### config.mk
export PLATFORM = sky130hd
export DESIGN_NAME = traffic_safety_monitor
export DESIGN_NICKNAME = d
export VERILOG_FILES = /design/src/rtl/traffic_pkg.sv /design/src/rtl/approach_checker.sv /design/src/rtl/traffic_safety_monitor.sv
export SDC_FILE = /design/constraint.sdc
export NUM_CORES = 1
export LEC_CHECK = 0
export BUFFER_PORTS_ARGS = -buffer_cell sky130_fd_sc_hd__buf_2
export CAP_MARGIN = 25
export CELL_PAD_IN_SITES_DETAIL_PLACEMENT = 1
export CELL_PAD_IN_SITES_GLOBAL_PLACEMENT = 1
export CORE_ASPECT_RATIO = 0.9
export CORE_MARGIN = 2
export CORE_UTILIZATION = 40
export CTS_BUF_LIST = sky130_fd_sc_hd__clkbuf_8
export DETAILED_ROUTE_END_ITERATION = 7
export PLACE_DENSITY = 0.8
export SLEW_MARGIN = 20
export SYNTH_ARGS = -nofsm -noshare
export SYNTH_HDL_FRONTEND = slang
export SYNTH_SLANG_ARGS = --single-unit
### constraint.sdc
create_clock -name clk -period 2.2 [get_ports clk]
set_input_delay 0.11 -clock clk [delete_from_list [all_inputs] [get_ports clk]]
set_output_delay 0.11 -clock clk [all_outputs]
set_load 0.1 [all_outputs]
### src/rtl/traffic_pkg.sv
// Shared light encodings, fault codes and monitor states for the traffic safety monitor.
package traffic_pkg;

  localparam logic [2:0] RED = 3'b100;
  localparam logic [2:0] YEL = 3'b010;
  localparam logic [2:0] GRN = 3'b001;
  localparam logic [2:0] OFF = 3'b000;

  localparam logic [2:0] FC_NONE      = 3'd0;
  localparam logic [2:0] FC_ENCODING  = 3'd1;
  localparam logic [2:0] FC_CONFLICT  = 3'd2;
  localparam logic [2:0] FC_GRN_RED   = 3'd3;
  localparam logic [2:0] FC_SHORT_YEL = 3'd4;

  typedef enum logic [0:0] {
    MONITOR     = 1'b0,
    FAULT_FLASH = 1'b1
  } state_t;

  function automatic logic is_legal(input logic [2:0] light);
    return (light == RED) || (light == YEL) || (light == GRN);
  endfunction

endpackage

### src/rtl/approach_checker.sv
// Per-approach sequence checker: keeps the previous light and a saturating yellow
// counter, and flags illegal encodings, green-to-red jumps and short yellows.
module approach_checker
  import traffic_pkg::*;
#(
  parameter int MIN_YELLOW = 3
) (
  input  logic       clk,
  input  logic       rst,
  input  logic [2:0] light_in,
  input  logic       reload,
  output logic       err_encoding,
  output logic       err_grn_red,
  output logic       err_short_yel
);

  localparam int            CW      = $clog2(MIN_YELLOW + 1);
  localparam logic [CW-1:0] YEL_SAT = CW'(MIN_YELLOW);

  logic [2:0]    prev_reg;
  logic [CW-1:0] yel_cnt_reg;
  logic [CW-1:0] yel_cnt_next;

  // The counter is zero whenever the previous light was not yellow, so +1 starts a run at 1.
  always_comb begin
    yel_cnt_next = '0;
    if (light_in == YEL) begin
      if (reload)
        yel_cnt_next = CW'(1);
      else if (yel_cnt_reg == YEL_SAT)
        yel_cnt_next = YEL_SAT;
      else
        yel_cnt_next = yel_cnt_reg + 1'b1;
    end
  end

  assign err_encoding  = !is_legal(light_in);
  assign err_grn_red   = (prev_reg == GRN) && (light_in == RED);
  assign err_short_yel = (prev_reg == YEL) && (light_in == RED) && (yel_cnt_reg < YEL_SAT);

  always_ff @(posedge clk or negedge rst) begin
    if (!rst) begin
      prev_reg    <= RED;
      yel_cnt_reg <= '0;
    end else begin
      prev_reg    <= light_in;
      yel_cnt_reg <= yel_cnt_next;
    end
  end

endmodule

### src/rtl/traffic_safety_monitor.sv
// Safety monitor between a traffic controller and its lamps: passes lights through
// with one cycle of latency and falls back to a flashing-red state on any fault.
module traffic_safety_monitor
  import traffic_pkg::*;
#(
  parameter int MIN_YELLOW = 3,
  parameter int FLASH_HALF = 2
) (
  input  logic       clk,
  input  logic       rst,
  input  logic [2:0] light_M1_in,
  input  logic [2:0] light_S_in,
  input  logic [2:0] light_M2_in,
  input  logic [2:0] light_MT_in,
  input  logic       clear_fault,
  output logic [2:0] light_M1,
  output logic [2:0] light_S,
  output logic [2:0] light_M2,
  output logic [2:0] light_MT,
  output logic       fault,
  output logic [2:0] fault_code
);

  localparam int            TW         = $clog2(2 * FLASH_HALF + 1);
  localparam logic [TW-1:0] FLASH_ON   = TW'(FLASH_HALF);
  localparam logic [TW-1:0] FLASH_LAST = TW'(2 * FLASH_HALF - 1);

  // Approach index order: 0 = M1, 1 = S, 2 = M2, 3 = MT.
  logic [2:0]    light_in_arr [4];
  logic [2:0]    out_reg      [4];
  logic [3:0]    err_enc, err_gr, err_sy, non_red;
  logic          conflict, all_red_in, clear_ok;
  logic [2:0]    code_det;
  state_t        state_reg;
  logic [2:0]    code_reg;
  logic [TW-1:0] flash_reg;

  assign light_in_arr[0] = light_M1_in;
  assign light_in_arr[1] = light_S_in;
  assign light_in_arr[2] = light_M2_in;
  assign light_in_arr[3] = light_MT_in;

  generate
    for (genvar gi = 0; gi < 4; gi++) begin : g_appr
      approach_checker #(.MIN_YELLOW(MIN_YELLOW)) u_chk (
        .clk          (clk),
        .rst          (rst),
        .light_in     (light_in_arr[gi]),
        .reload       (clear_ok),
        .err_encoding (err_enc[gi]),
        .err_grn_red  (err_gr[gi]),
        .err_short_yel(err_sy[gi])
      );
      assign non_red[gi] = (light_in_arr[gi] != RED);
    end
  endgenerate

  // M1 may run with M2 or MT; M2/MT are mutually exclusive; S runs alone.
  assign conflict   = (non_red[2] && non_red[3]) ||
                      (non_red[1] && (non_red[0] || non_red[2] || non_red[3]));
  assign all_red_in = (non_red == 4'b0000);
  assign clear_ok   = (state_reg == FAULT_FLASH) && clear_fault && all_red_in;

  always_comb begin
    code_det = FC_NONE;
    if (|err_enc)      code_det = FC_ENCODING;
    else if (conflict) code_det = FC_CONFLICT;
    else if (|err_gr)  code_det = FC_GRN_RED;
    else if (|err_sy)  code_det = FC_SHORT_YEL;
  end

  always_ff @(posedge clk or negedge rst) begin
    if (!rst) begin
      state_reg <= MONITOR;
      code_reg  <= FC_NONE;
      flash_reg <= '0;
      for (int i = 0; i < 4; i++) out_reg[i] <= RED;
    end else begin
      case (state_reg)
        MONITOR: begin
          if (code_det != FC_NONE) begin
            // Entry cycle is the first on-phase cycle, so the timer resumes at index 1.
            state_reg <= FAULT_FLASH;
            code_reg  <= code_det;
            flash_reg <= TW'(1);
            for (int i = 0; i < 4; i++) out_reg[i] <= RED;
          end else begin
            for (int i = 0; i < 4; i++) out_reg[i] <= light_in_arr[i];
          end
        end
        FAULT_FLASH: begin
          if (clear_ok) begin
            state_reg <= MONITOR;
            code_reg  <= FC_NONE;
            flash_reg <= '0;
            for (int i = 0; i < 4; i++) out_reg[i] <= light_in_arr[i];
          end else begin
            flash_reg <= (flash_reg == FLASH_LAST) ? '0 : flash_reg + 1'b1;
            for (int i = 0; i < 4; i++) out_reg[i] <= (flash_reg < FLASH_ON) ? RED : OFF;
          end
        end
        default: state_reg <= MONITOR;
      endcase
    end
  end

  assign light_M1   = out_reg[0];
  assign light_S    = out_reg[1];
  assign light_M2   = out_reg[2];
  assign light_MT   = out_reg[3];
  assign fault      = (state_reg == FAULT_FLASH);
  assign fault_code = code_reg;

endmodule

After elaboration in Yosys (flattened, before gate mapping)
Cells that the tools add are included.

Mux-type cells: 30. Eq/ne operators: 31. Bitwise logic cells: 1. Reductions and logical operators: 37. Add/sub/neg operators: 5. Magnitude comparators: 5.

Operators by type and width (number): two-way mux 3 bit (10); equality test 3 x 2 -> 1 bit (second input constant) (9); equality test 3 x 1 -> 1 bit (second input constant) (8); two-way mux 12 bit (2); two-way mux 2 bit (12); one-hot mux 12 bit (2 select lines) (1); logical AND 1 bit (16); equality test 3 bit (second input constant) (4); inequality test 3 bit (second input constant) (4); one-hot mux 3 bit (2 select lines) (2); OR reduction 4 bit (3); logical OR 1 bit (11); adder 2 x 1 -> 2 bit (second input constant) (4); equality test 2 bit (second input constant) (4); less-than comparator 2 bit (second input constant) (4); zero test 1 bit (4); zero test 4 bit (1); inequality test 2 bit (second input constant) (2); adder 3 x 1 -> 3 bit (second input constant) (1); less-than comparator 3 x 2 -> 1 bit (second input constant) (1); nonzero test 3 bit (1); two-way mux 1 bit (2); one-hot mux 1 bit (2 select lines) (1); AND reduction 2 bit (1); NOT 1 bit (1).

Logic and storage cells: 124. Input port bits: 15. Output and inout port bits: 16. Register bits after elaboration: 39.

Logic depth before layout (Yosys ltp)
Gate-level depths: netlist of run 1.

Word-level depth: 11. Mapped depth: 6. Mapped depth without buffers: 5.

Cells and area by module
Synthesis of run 1 repeated with hierarchy kept, for this count alone.

Cell total of the unflattened synthesis: 147. Area total of the unflattened synthesis: 1781.7 sq um.

By module, submodules not included: approach_checker (times used 4, area each 224.0 sq um, cells an instance 17, seq. area each 126.4 sq um); traffic_safety_monitor (times used 1, area each 885.8 sq um, cells an instance 79, seq. area each 480.5 sq um).

Least setup slack after synthesis of run 1
OpenSTA, ideal clock, no wires.

Path kind: reg2reg. Start point: register state_reg, in the netlist fault. End point: register code_reg[2], in the netlist fault_code[2]. Path buffers: 1. Cell stages (with the launch flop): 6. Arrival: 1.997 ns. Clock period less this slack: 2.116 ns. Setup time: 0.119 ns. Setup slack: 0.084 ns. Data required time: 2.081 ns. Path through: dfrtp_1 > inv_1 > or2_0 > clkbuf_1 > a22o_1 > and2_1.

Cells in the longest elaborated chain, start to end: 4. Elaborated cells on any way between the ends: 7. Those cells by class: eq/ne (2); mux (1); bitwise (1); reduce/logical (3).

RTL lines: start, declared (RTL line traffic_safety_monitor.sv:34) `state_t state_reg;`; start signal, assigned (RTL line traffic_safety_monitor.sv:74) `state_reg <= MONITOR;`; start signal, assigned (RTL line traffic_safety_monitor.sv:83) `state_reg <= FAULT_FLASH;`; start signal, assigned (RTL line traffic_safety_monitor.sv:93) `state_reg <= MONITOR;`; logical AND 1 bit (2 in a row) (RTL line traffic_safety_monitor.sv:62) `assign clear_ok = (state_reg == FAULT_FLASH) && clear_fault && all_red_in;`; inequality test 2 bit (no line); AND reduction 2 bit (no line); end signal, assigned (RTL line traffic_safety_monitor.sv:84) `code_reg <= code_det;`; end, declared (RTL line traffic_safety_monitor.sv:35) `logic [2:0] code_reg;`.

Several ways; a longest one is shown, not always the timed one. A chain may end at the register's enable or synchronous reset.

Final worst setup path of run 1
Start point: input port light_M2_in[2]. End point: register state_reg, in the netlist fault.

Cells in the longest elaborated chain, start to end: 11. Elaborated cells on any way between the ends: 28. Those cells by class: eq/ne (4); mux (7); reduce/logical (17).

RTL lines: start, declared (RTL line traffic_safety_monitor.sv:13) `input logic [2:0] light_M2_in,`; equality test 3 bit (RTL line traffic_pkg.sv:21, approach_checker.sv:38, approach_checker.sv:39); logical AND 1 bit (2 in a row) (RTL line approach_checker.sv:39) `assign err_short_yel = (prev_reg == YEL) && (light_in == RED) && (yel_cnt_reg < YEL_SAT);`; OR reduction 4 bit (RTL line traffic_safety_monitor.sv:69) `else if (|err_sy) code_det = FC_SHORT_YEL;`; two-way mux 3 bit (RTL line traffic_safety_monitor.sv:69); two-way mux 3 bit (RTL line traffic_safety_monitor.sv:68) `else if (|err_gr) code_det = FC_GRN_RED;`; two-way mux 3 bit (RTL line traffic_safety_monitor.sv:67) `else if (conflict) code_det = FC_CONFLICT;`; two-way mux 3 bit (RTL line traffic_safety_monitor.sv:66) `if (|err_enc) code_det = FC_ENCODING;`; nonzero test 3 bit (RTL line traffic_safety_monitor.sv:81) `if (code_det != FC_NONE) begin`; two-way mux 1 bit (RTL line traffic_safety_monitor.sv:81); one-hot mux 1 bit (2 select lines) (*) (RTL line traffic_safety_monitor.sv:79) `case (state_reg)`.

Every way passes the cells marked *; elsewhere a longest branch is shown, timed or not.

==> results of run 1 <==
[layout by cell type (no fill, tap or decap), drive strengths merged, types with 3 or more instances in the layout]
master / count
buf: 32
dfrtp: 31
nor2: 12
nand2: 10
and2: 9
dlygate4sd3: 9
dfstp: 8
nor3b: 8
inv: 6
o21ai: 6
nor4b: 5
nand3: 5
clkbuf: 5
a22oi: 4
nand4: 3
a21oi: 3
nand3b: 3
clkinv: 3
[layer usage]
metal / routed length [um] / share of wire / up-vias
met3: 186 / 0.044 / 10
met4: 104 / 0.025 / 0
li1: - / - / 618
met5: 0 / 0 / -
met2: 2050 / 0.49 / 39
met1: 1840 / 0.44 / 676
[metrics by stage]
| stage | setup TNS [ns] | cells |
|---|---|---|
| after detailed placement | 0 | 223 |
| after global placement | 0 | 223 |
| after global routing | -0.0299 | 241 |
| after CTS | 0 | 241 |
| final | 0 | 241 |
| after floorplan | 0 | 145 |
[cell families (layout without fill, tap and decap cells)]
| group | after synthesis | count (layout) | share of synthesized area |
|---|---|---|---|
| AO/OA/AOI/OAI | 24 | 24 | 0.106 |
| XOR/XNOR | 2 | 2 | 0.0103 |
| adder cells (fa/ha/maj) | 1 | 1 | 0.00738 |
| buffers and inverters | 8 | 56 | 0.0222 |
| flip-flops | 39 | 39 | 0.582 |
| AND/OR/NAND/NOR | 71 | 71 | 0.272 |
[power by group through the flow]
| stage | combinational (W) | clock, W | sequential, W |
|---|---|---|---|
| after floorplan | 0.0000358 | 0 | 0.000763 |
| after global placement | 0.0000942 | 0 | 0.000756 |
| after detailed placement | 0.0000970 | 0 | 0.000758 |
| after CTS | 0.000110 | 0.000474 | 0.000745 |
| after global routing | 0.000127 | 0.000516 | 0.000747 |
| final | 0.000115 | 0.000461 | 0.000745 |
[path summary, 6_finish.rpt]
kind	from	endpoint	slack (ns)	cells after the start
setup / recovery	light_M2_in[2]	fault	0.04	8
hold / removal	light_MT_in[0]	g_appr[3].u_chk.prev_reg[0]	0.02	1
setup reg to reg	g_appr[2].u_chk.prev_reg[2]	fault	0.39	6
hold reg to reg	g_appr[0].u_chk.yel_cnt_reg[0]	g_appr[0].u_chk.yel_cnt_reg[0]	0.50	1
max in group asynchronous	rst	fault_code[2]	1.25	2
min in group asynchronous	rst	light_M2[1]	0.43	2
[worst max-delay path, cell delays in order]
cell           delay [ns]
dlygate4sd3_1        0.55
buf_6                0.15
a22oi_2              0.16
nand2_1              0.11
or4_4                0.59
nor4_4               0.30
buf_4                0.19
and2b_1              0.18
[repair_timing]
action / in CTS / in global routing
setup buffers: 0 / 2
endpoints found under the hold margin: 40 / 0
gates resized for setup: 0 / 5
setup endpoints to repair: 0 / 12
hold buffers: 10 / 0
[layout make-up]
type,count,area [um^2],share of cell area
clock buffers,5,68.8,0.0327
well taps,48,60.1,0.0285
repair buffers,42,279,0.132
flip-flops and latches,39,986,0.468
clock inverters,3,15.0,0.00713
inverters,6,22.5,0.0107
multi-input cells,98,676,0.321
==> impl_metrics.csv, run 1 <==
group,metric,value,unit
power_and_ir_drop,p_leak,0.944,nW
global_routing,globalRouteOverflowTotal,0,
synth,synth_top_area_cell,"dfrtp_1",
synth,yosysMostFrequentCell,"dfrtp_1",
cells_and_area,n_fill_cell,478,
synth,synth_top_area_share,0.458,
die,ios,31,
power_and_ir_drop,ir_worst_vdd,0.323,mV
global_routing,busiest_layer,"met2",
global_routing,antenna_found_initial,0,
sta,finalSetupViolCount,0,
placed_design,place.gp.congestion,0.862,
power_and_ir_drop,clkPwrFrac,0.349,
routing,drc,0,
setup_path,end_kind,"register",
synth,synth-edff-count,0,
placed_design,io_buffers,30,
worst_hold_path,hp-class,"input port to register",
cells_and_area,finalNetCount,208,
setup_path,cp_max_fo,9,
clock_tree,cts.path.max_buffers,2,
synth,ys_async_sr_fraction,1.00,
cells_and_area,largest_reg_flops,12,
synth,ys.warnings.count,0,
routing,wl,4180,um
placed_design,dpl_cell_area,1900,um^2
placed_design,place.detailed.hpwl,2920,um
global_routing,use_met3,0.0506,
routing,firstDrtPassIters,4,
sta,worst_slack,0.0421,ns
power_and_ir_drop,powerDensity,627,nW/um^2
cells_and_area,drive_above_1_share,0.295,
clock_tree,numCtsBuffers,5,
sta,hold_slack,0.0173,ns
synth,syn_avg_cell_area,11.7,um^2
synth,synth_common_cells,"dfrtp_1 (31), nor2_1 (12), nand2_1 (10), and2_1 (9), dfstp_2 (8)",
sta,worstMarginPinSlew,0.815,ns
clock_tree,cts_htree_levels,2,
routing,avgRoutedWirePerCell,17.3,um
sta,drv_slew,0,
global_routing,grt_pass1_vias,1436,
setup_path,worstSetupPathType,"input port to register",
cells_and_area,post-route-util,0.517,
setup_path,crit_path_start_kind,"input port",
power_and_ir_drop,p_int,0.000998,W
global_routing,grt_use_total,0.207,
synth,ys_seq_area_frac,0.582,
synth,syn-num-nets,161,
die,start_util,0.416,
synth,synthFlopType,"dfrtp_1",
synth,ys_types,42,
routing,viasPerCell,5.57,
die,core_region_area,4070,um^2
global_routing,grt_pass1_wl,7180,um
setup_path,crit_required,2.39,ns
routing,vias,1343,
sta,finalHoldViolCount,0,
sta,fin_crit_sh,0.981,
cells_and_area,fin_area,2110,um^2
synth,synth_area,1690,um^2
sta,max_freq,463,MHz
sta,relSlewSlack,0.457,
routing,antenna_left,0,
clock_tree,clkSlewWorstSetupHoldPaths,0.07,ns
setup_path,cp_data_arrival_time,2.35,ns
global_routing,use_met1,0.260,
run_status,status,"complete, no violations",
die,die_x,72.6,um
global_routing,grtUsageMet2,0.333,
clock_tree,cts_tree,"yes",
placed_design,place_ws,0.195,ns
die,die_h,65.7,um
clock_tree,cts-root-buf,"clkbuf_8",
cells_and_area,diodes,0,
clock_tree,clk_latency,0.30,ns
cells_and_area,areaGrowthSynthToFinish,24.4,%
die,placementRows,22,
synth,synth_area_leaders,"dfrtp_1 (46%), dfstp_2 (12%), and2_1 (3.3%)",
sta,clock_skew,0.00699,ns
power_and_ir_drop,p_comb_frac,0.087,
power_and_ir_drop,design_power_total,0.00132,W
global_routing,grt_max_degree,40,
job,drv_cap,0,
power_and_ir_drop,switching_share,0.244,
routing,drt_iter0_markers,71,
power_and_ir_drop,p_seq_frac,0.564,
power_and_ir_drop,p_switching,0.000323,W
sta,period_needed,2.16,ns
synth,synth_seq_cells,39,
synth,synthCells,145,
clock_tree,cts.sinks,39,
die,dieArea,4770,um^2
Note: power is estimated with default switching activity, not from simulation.
==> run 2: changes to the inputs <==
--- a/config.mk
+++ b/config.mk
@@ -7,14 +7,12 @@
 export LEC_CHECK = 0
 export BUFFER_PORTS_ARGS = -buffer_cell sky130_fd_sc_hd__buf_2
 export CAP_MARGIN = 25
-export CELL_PAD_IN_SITES_DETAIL_PLACEMENT = 1
-export CELL_PAD_IN_SITES_GLOBAL_PLACEMENT = 1
 export CORE_ASPECT_RATIO = 0.9
 export CORE_MARGIN = 2
 export CORE_UTILIZATION = 40
 export CTS_BUF_LIST = sky130_fd_sc_hd__clkbuf_8
 export DETAILED_ROUTE_END_ITERATION = 7
-export PLACE_DENSITY = 0.8
+export PLACE_DENSITY = 0.68
 export SLEW_MARGIN = 20
 export SYNTH_ARGS = -nofsm -noshare
 export SYNTH_HDL_FRONTEND = slang
==> impl_metrics.csv, run 2 (synthesis results as in run 1) <==
group,metric,value,unit
placed_design,place.detailed.hpwl,2650,um
global_routing,grt_pass1_wl,6210,um
die,die_x,72.6,um
routing,drc,0,
die,die_h,65.7,um
placed_design,place.gp.congestion,0.874,
setup_path,crit_path_start_kind,"input port",
sta,relSlewSlack,0.446,
cells_and_area,final_cell_mix,"dfrtp_1 (31), buf_2 (25), nor2_1 (12)",
clock_tree,clkSlewWorstSetupHoldPaths,0.07,ns
sta,worstMarginPinSlew,0.830,ns
routing,antenna_left,0,
clock_tree,numCtsBuffers,5,
worst_hold_path,hp-class,"input port to register",
clock_tree,cts.path.max_buffers,2,
setup_path,crit_slowest_cell,"or4_4",
clock_tree,clk_latency,0.28,ns
power_and_ir_drop,p_comb_frac,0.084,
job,drv_cap,0,
die,ios,31,
sta,finalSetupViolCount,0,
cells_and_area,post-route-util,0.514,
routing,vias,1260,
power_and_ir_drop,p_switching,0.000299,W
power_and_ir_drop,switching_share,0.232,
placed_design,io_buffers,30,
power_and_ir_drop,p_int,0.000991,W
die,start_util,0.416,
setup_path,end_kind,"register",
sta,fin_crit_sh,0.961,
die,placementRows,22,
routing,avgRoutedWirePerCell,15.5,um
global_routing,antenna_found_initial,0,
power_and_ir_drop,powerDensity,617,nW/um^2
setup_path,max_stage_delay,0.58,ns
cells_and_area,final_common_cell,"dfrtp_1",
sta,clock_skew,0.00710,ns
cells_and_area,areaGrowthSynthToFinish,23.5,%
power_and_ir_drop,p_seq_frac,0.577,
sta,period_needed,2.11,ns
setup_path,crit_required,2.42,ns
power_and_ir_drop,p_leak,0.960,nW
global_routing,globalRouteOverflowTotal,0,
cells_and_area,largest_reg_flops,12,
clock_tree,cts_htree_levels,2,
routing,drt_iter0_markers,68,
cells_and_area,diodes,0,
sta,drv_slew,0,
cells_and_area,drive_above_1_share,0.291,
clock_tree,cts_tree,"yes",
clock_tree,cts.sinks,39,
global_routing,grt_use_total,0.178,
setup_path,worstSetupPathType,"input port to register",
global_routing,grt_max_degree,40,
power_and_ir_drop,ir_worst_vdd,0.377,mV
setup_path,cp_max_fo,8,
routing,viasPerCell,5.32,
die,dieArea,4770,um^2
sta,finalHoldViolCount,0,
power_and_ir_drop,clkPwrFrac,0.339,
global_routing,grt_pass1_vias,1304,
die,core_region_area,4070,um^2
cells_and_area,finalNetCount,204,
setup_path,cp_cell_sequence,"dlygate4sd3_1 -> buf_6 -> a22oi_2 -> nand2_1 -> or4_4 -> nor4_4 -> buf_4 -> and2_1",
routing,wl,3680,um
power_and_ir_drop,design_power_total,0.00129,W
clock_tree,cts-root-buf,"clkbuf_8",
run_status,status,"complete, no violations",
sta,max_freq,473,MHz
routing,firstDrtPassIters,4,
setup_path,cp_data_arrival_time,2.33,ns
run 2: worst paths after layout:
kind                                                start  slack [ns]                              to  depth (start not counted)
max                                        light_MT_in[2]        0.09                     light_M1[0]                          8
min                                        light_M2_in[0]        0.01     g_appr[2].u_chk.prev_reg[0]                          1
max reg2reg                   g_appr[2].u_chk.prev_reg[2]        0.29                     light_M1[0]                          6
min reg2reg                g_appr[0].u_chk.yel_cnt_reg[0]        0.49  g_appr[0].u_chk.yel_cnt_reg[0]                          1
max in group asynchronous                             rst        1.22     g_appr[1].u_chk.prev_reg[1]                          2
min in group asynchronous                             rst        0.46     g_appr[2].u_chk.prev_reg[1]                          2
run 2: stage by stage:
step	setup WS, ns	instance area [um^2]	setup TNS, ns	hold slack (ns)	std cells
final	0.0863	2090	0	0.0119	237
after global routing	-0.0339	2090	-0.183	0.00534	237
after CTS	0.0405	2060	0	0.00234	238
after detailed placement	0.257	1900	0	0.260	223
after global placement	0.287	1900	0	0.239	223
after floorplan	0.0839	1690	0	-0.186	145
run 2: final cells by class:
cell class                      instances  area, um^2
Timing Repair Buffer                   38         256
Clock inverter                          3        12.5
Clock buffer                            5        68.8
Sequential cell                        39         986
Multi-Input combinational cell         98         686
Inverter                                6        22.5
Tap cell                               48        60.1
Fill cell                             383        1980
run 2: per-layer routing:
metal / track usage / routed length, um / vias to the layer above
met1: 0.246 / 1760 / 614
met3: 0.0675 / 166 / 4
met5: 0 / 0 / -
li1: - / - / 611
met4: 0.0648 / 48 / 0
met2: 0.253 / 1700 / 31
run 2: critical path: cells and delay by family:
kind | cells | cell delay [ns]
and+or+nand+nor | 4 | 1.19
AOI/OAI and AO/OA | 1 | 0.13
buffers and inverters | 3 | 0.90
run 2: power by group through the flow:
stage               logic (W)  clock network [W]  registers (W)
floorplan           0.0000358                  0       0.000763
global placement    0.0000930                  0       0.000756
detailed placement  0.0000951                  0       0.000758
CTS                  0.000105           0.000453       0.000745
global route         0.000120           0.000492       0.000747
finish               0.000108           0.000437       0.000745
run 2: repair_timing:
action,4_1_cts,5_1_grt
endpoints found under the setup margin,0,16
hold buffers,7,1
gates resized for setup,0,11
setup buffers,0,2
endpoints found under the hold margin,37,1
==> run 3: changes to the inputs <==
--- a/config.mk
+++ b/config.mk
@@ -12,7 +12,8 @@
 export CORE_UTILIZATION = 40
 export CTS_BUF_LIST = sky130_fd_sc_hd__clkbuf_8
 export DETAILED_ROUTE_END_ITERATION = 7
-export PLACE_DENSITY = 0.68
+export MAX_ROUTING_LAYER = met4
+export PLACE_DENSITY_LB_ADDON = 0.12
 export SLEW_MARGIN = 20
 export SYNTH_ARGS = -nofsm -noshare
 export SYNTH_HDL_FRONTEND = slang
==> impl_metrics.csv, run 3 (synthesis results as in run 1) <==
group,metric,value,unit
job,drv_cap,0,
routing,drt_iter0_markers,94,
clock_tree,cts-root-buf,"clkbuf_8",
global_routing,grt_pass1_wl,6120,um
routing,wl,3830,um
cells_and_area,areaGrowthSynthToFinish,24.8,%
global_routing,globalRouteOverflowTotal,0,
cells_and_area,final_cell_mix,"dfrtp_1 (31), buf_2 (30), nor2_1 (12)",
setup_path,timing.rr.end,"fault_code[1]",
placed_design,place_inst,224,
die,core_region_area,4070,um^2
sta,period_needed,2.16,ns
routing,vias,1320,
setup_path,crit_path_start_kind,"input port",
setup_path,rr_worst_depth,5,
cells_and_area,largest_reg_flops,12,
global_routing,grt_max_degree,40,
cells_and_area,finalNetCount,209,
cells_and_area,drive_above_1_share,0.299,
placed_design,dpl_cell_area,1910,um^2
sta,finalHoldViolCount,0,
sta,fin_crit_sh,0.981,
routing,viasPerCell,5.45,
cells_and_area,fin_area,2110,um^2
worst_hold_path,hold_path_end,"g_appr[2].u_chk.prev_reg[0]",
sta,relSlewSlack,0.426,
sta,clock_skew,0.00465,ns
routing,firstDrtPassIters,5,
die,dieArea,4770,um^2
routing,antenna_left,0,
die,die_x,72.6,um
clock_tree,cts.sinks,39,
cells_and_area,finalNonFillerCells,242,
sta,worstMarginPinSlew,0.861,ns
power_and_ir_drop,p_leak,0.945,nW
setup_path,max_stage_delay,0.58,ns
cells_and_area,n_fill_cell,355,
setup_path,reg2reg_from,"g_appr[0].u_chk.prev_reg[2]",
placed_design,place.gp.congestion,0.988,
clock_tree,cts.path.max_buffers,2,
run_status,status,"complete, no violations",
setup_path,worstSetupPathType,"input port to register",
worst_hold_path,min_path_cells,1,
sta,max_freq,463,MHz
die,start_util,0.416,
worst_hold_path,min-delay-start,"light_M2_in[0]",
setup_path,crit_required,2.38,ns
sta,finalSetupViolCount,0,
clock_tree,cts_htree_levels,2,
global_routing,grt_use_total,0.180,
die,placementRows,22,
power_and_ir_drop,ir_worst_vdd,0.387,mV
power_and_ir_drop,powerDensity,648,nW/um^2
global_routing,grt_pass1_vias,1252,
placed_design,io_buffers,30,
setup_path,crit_slowest_cell,"or4_4",
cells_and_area,final_common_cell,"dfrtp_1",
clock_tree,cts_tree,"yes",
sta,fin_tns_setup,0,ns
power_and_ir_drop,design_power_total,0.00137,W
die,die_h,65.7,um
cells_and_area,diodes,0,
clock_tree,numCtsBuffers,5,
setup_path,cp_data_arrival_time,2.34,ns
setup_path,end_kind,"register",
die,ios,31,
clock_tree,clkSlewWorstSetupHoldPaths,0.07,ns
placed_design,place.detailed.hpwl,2740,um
clock_tree,clk_latency,0.29,ns
setup_path,cp_max_fo,9,
global_routing,antenna_found_initial,0,
routing,drc,0,
setup_path,reg2reg_slack,0.31,ns
worst_hold_path,hp-class,"input port to register",
routing,avgRoutedWirePerCell,15.8,um
sta,drv_slew,0,
setup_path,cp_cell_sequence,"dlygate4sd3_1 -> buf_2 -> a22oi_2 -> nand2_1 -> or4_4 -> nor4_4 -> buf_4 -> and2b_1",
==> run 3: changes by cell type in the layout (fill, tap and decap cells not counted), sizes merged <==
cell	before	now
dlygate4sd3	4	9
buf	30	34
dlymetal6s4s	4	0
clkbuf	5	7
clkinv	1	0
inv	8	7
==> run 3: worst max-delay path, delay by kind of cell <==
family | cells | cell delay, ns
and+or+nand+nor | 4 | 1.16
buffers and inverters | 3 | 0.87
AOI/OAI and AO/OA | 1 | 0.20
==> run 3: area by class of cell <==
type / instances / area, um^2 / share of cell area
sequential: 39 / 986 / 0.466
multi-input combinational: 98 / 676 / 0.320
timing repair buffer: 43 / 270 / 0.128
clock buffer: 7 / 96.3 / 0.0456
tap: 48 / 60.1 / 0.0284
inverter: 6 / 22.5 / 0.0107
clock inverter: 1 / 3.75 / 0.00178
==> run 3: where the power goes <==
group,internal (W),switching [W]
Clock,0.000281,0.000234
Sequential,0.000736,0.00000856
Combinational,0.0000433,0.0000671
==> run 3: through the flow <==
| stage | setup WS [ns] | util | hold WS, ns |
|---|---|---|---|
| floorplan | 0.0839 | - | -0.186 |
| global placement | 0.301 | 0.469 | 0.244 |
| detailed placement | 0.280 | 0.469 | 0.266 |
| CTS | 0.0595 | 0.514 | 0.000808 |
| global route | -0.0100 | 0.519 | -0.000727 |
| finish | 0.0420 | 0.519 | 0.0136 |
==> run 3: worst max-delay path by stage <==
stage / from / end / slack (ns)
detailed placement: g_appr[2].u_chk.prev_reg[2] / light_M2[0] / 0.28
finish: light_M2_in[2] / fault / 0.04
floorplan: fault / fault_code[2] / 0.08
global placement: light_S_in[2] / fault_code[2] / 0.30
CTS: light_M2_in[2] / light_M2[0] / 0.06
global route: light_M2_in[2] / fault / -0.01
==> run 3: what timing repair did <==
item                       in CTS  in global routing
resized for setup               0                  2
setup buffers                   0                  1
hold endpoints to repair       38                  1
hold buffers                    8                  1
setup endpoints to repair       0                  7
==> run 3: routing by layer <==
metal  track usage  vias up  part of all wire
li1              -      620                 -
met1         0.233      658              0.48
met2         0.258       33              0.46
met3        0.0613        9             0.040
met4        0.0764        0             0.022
met5             -        -                 0
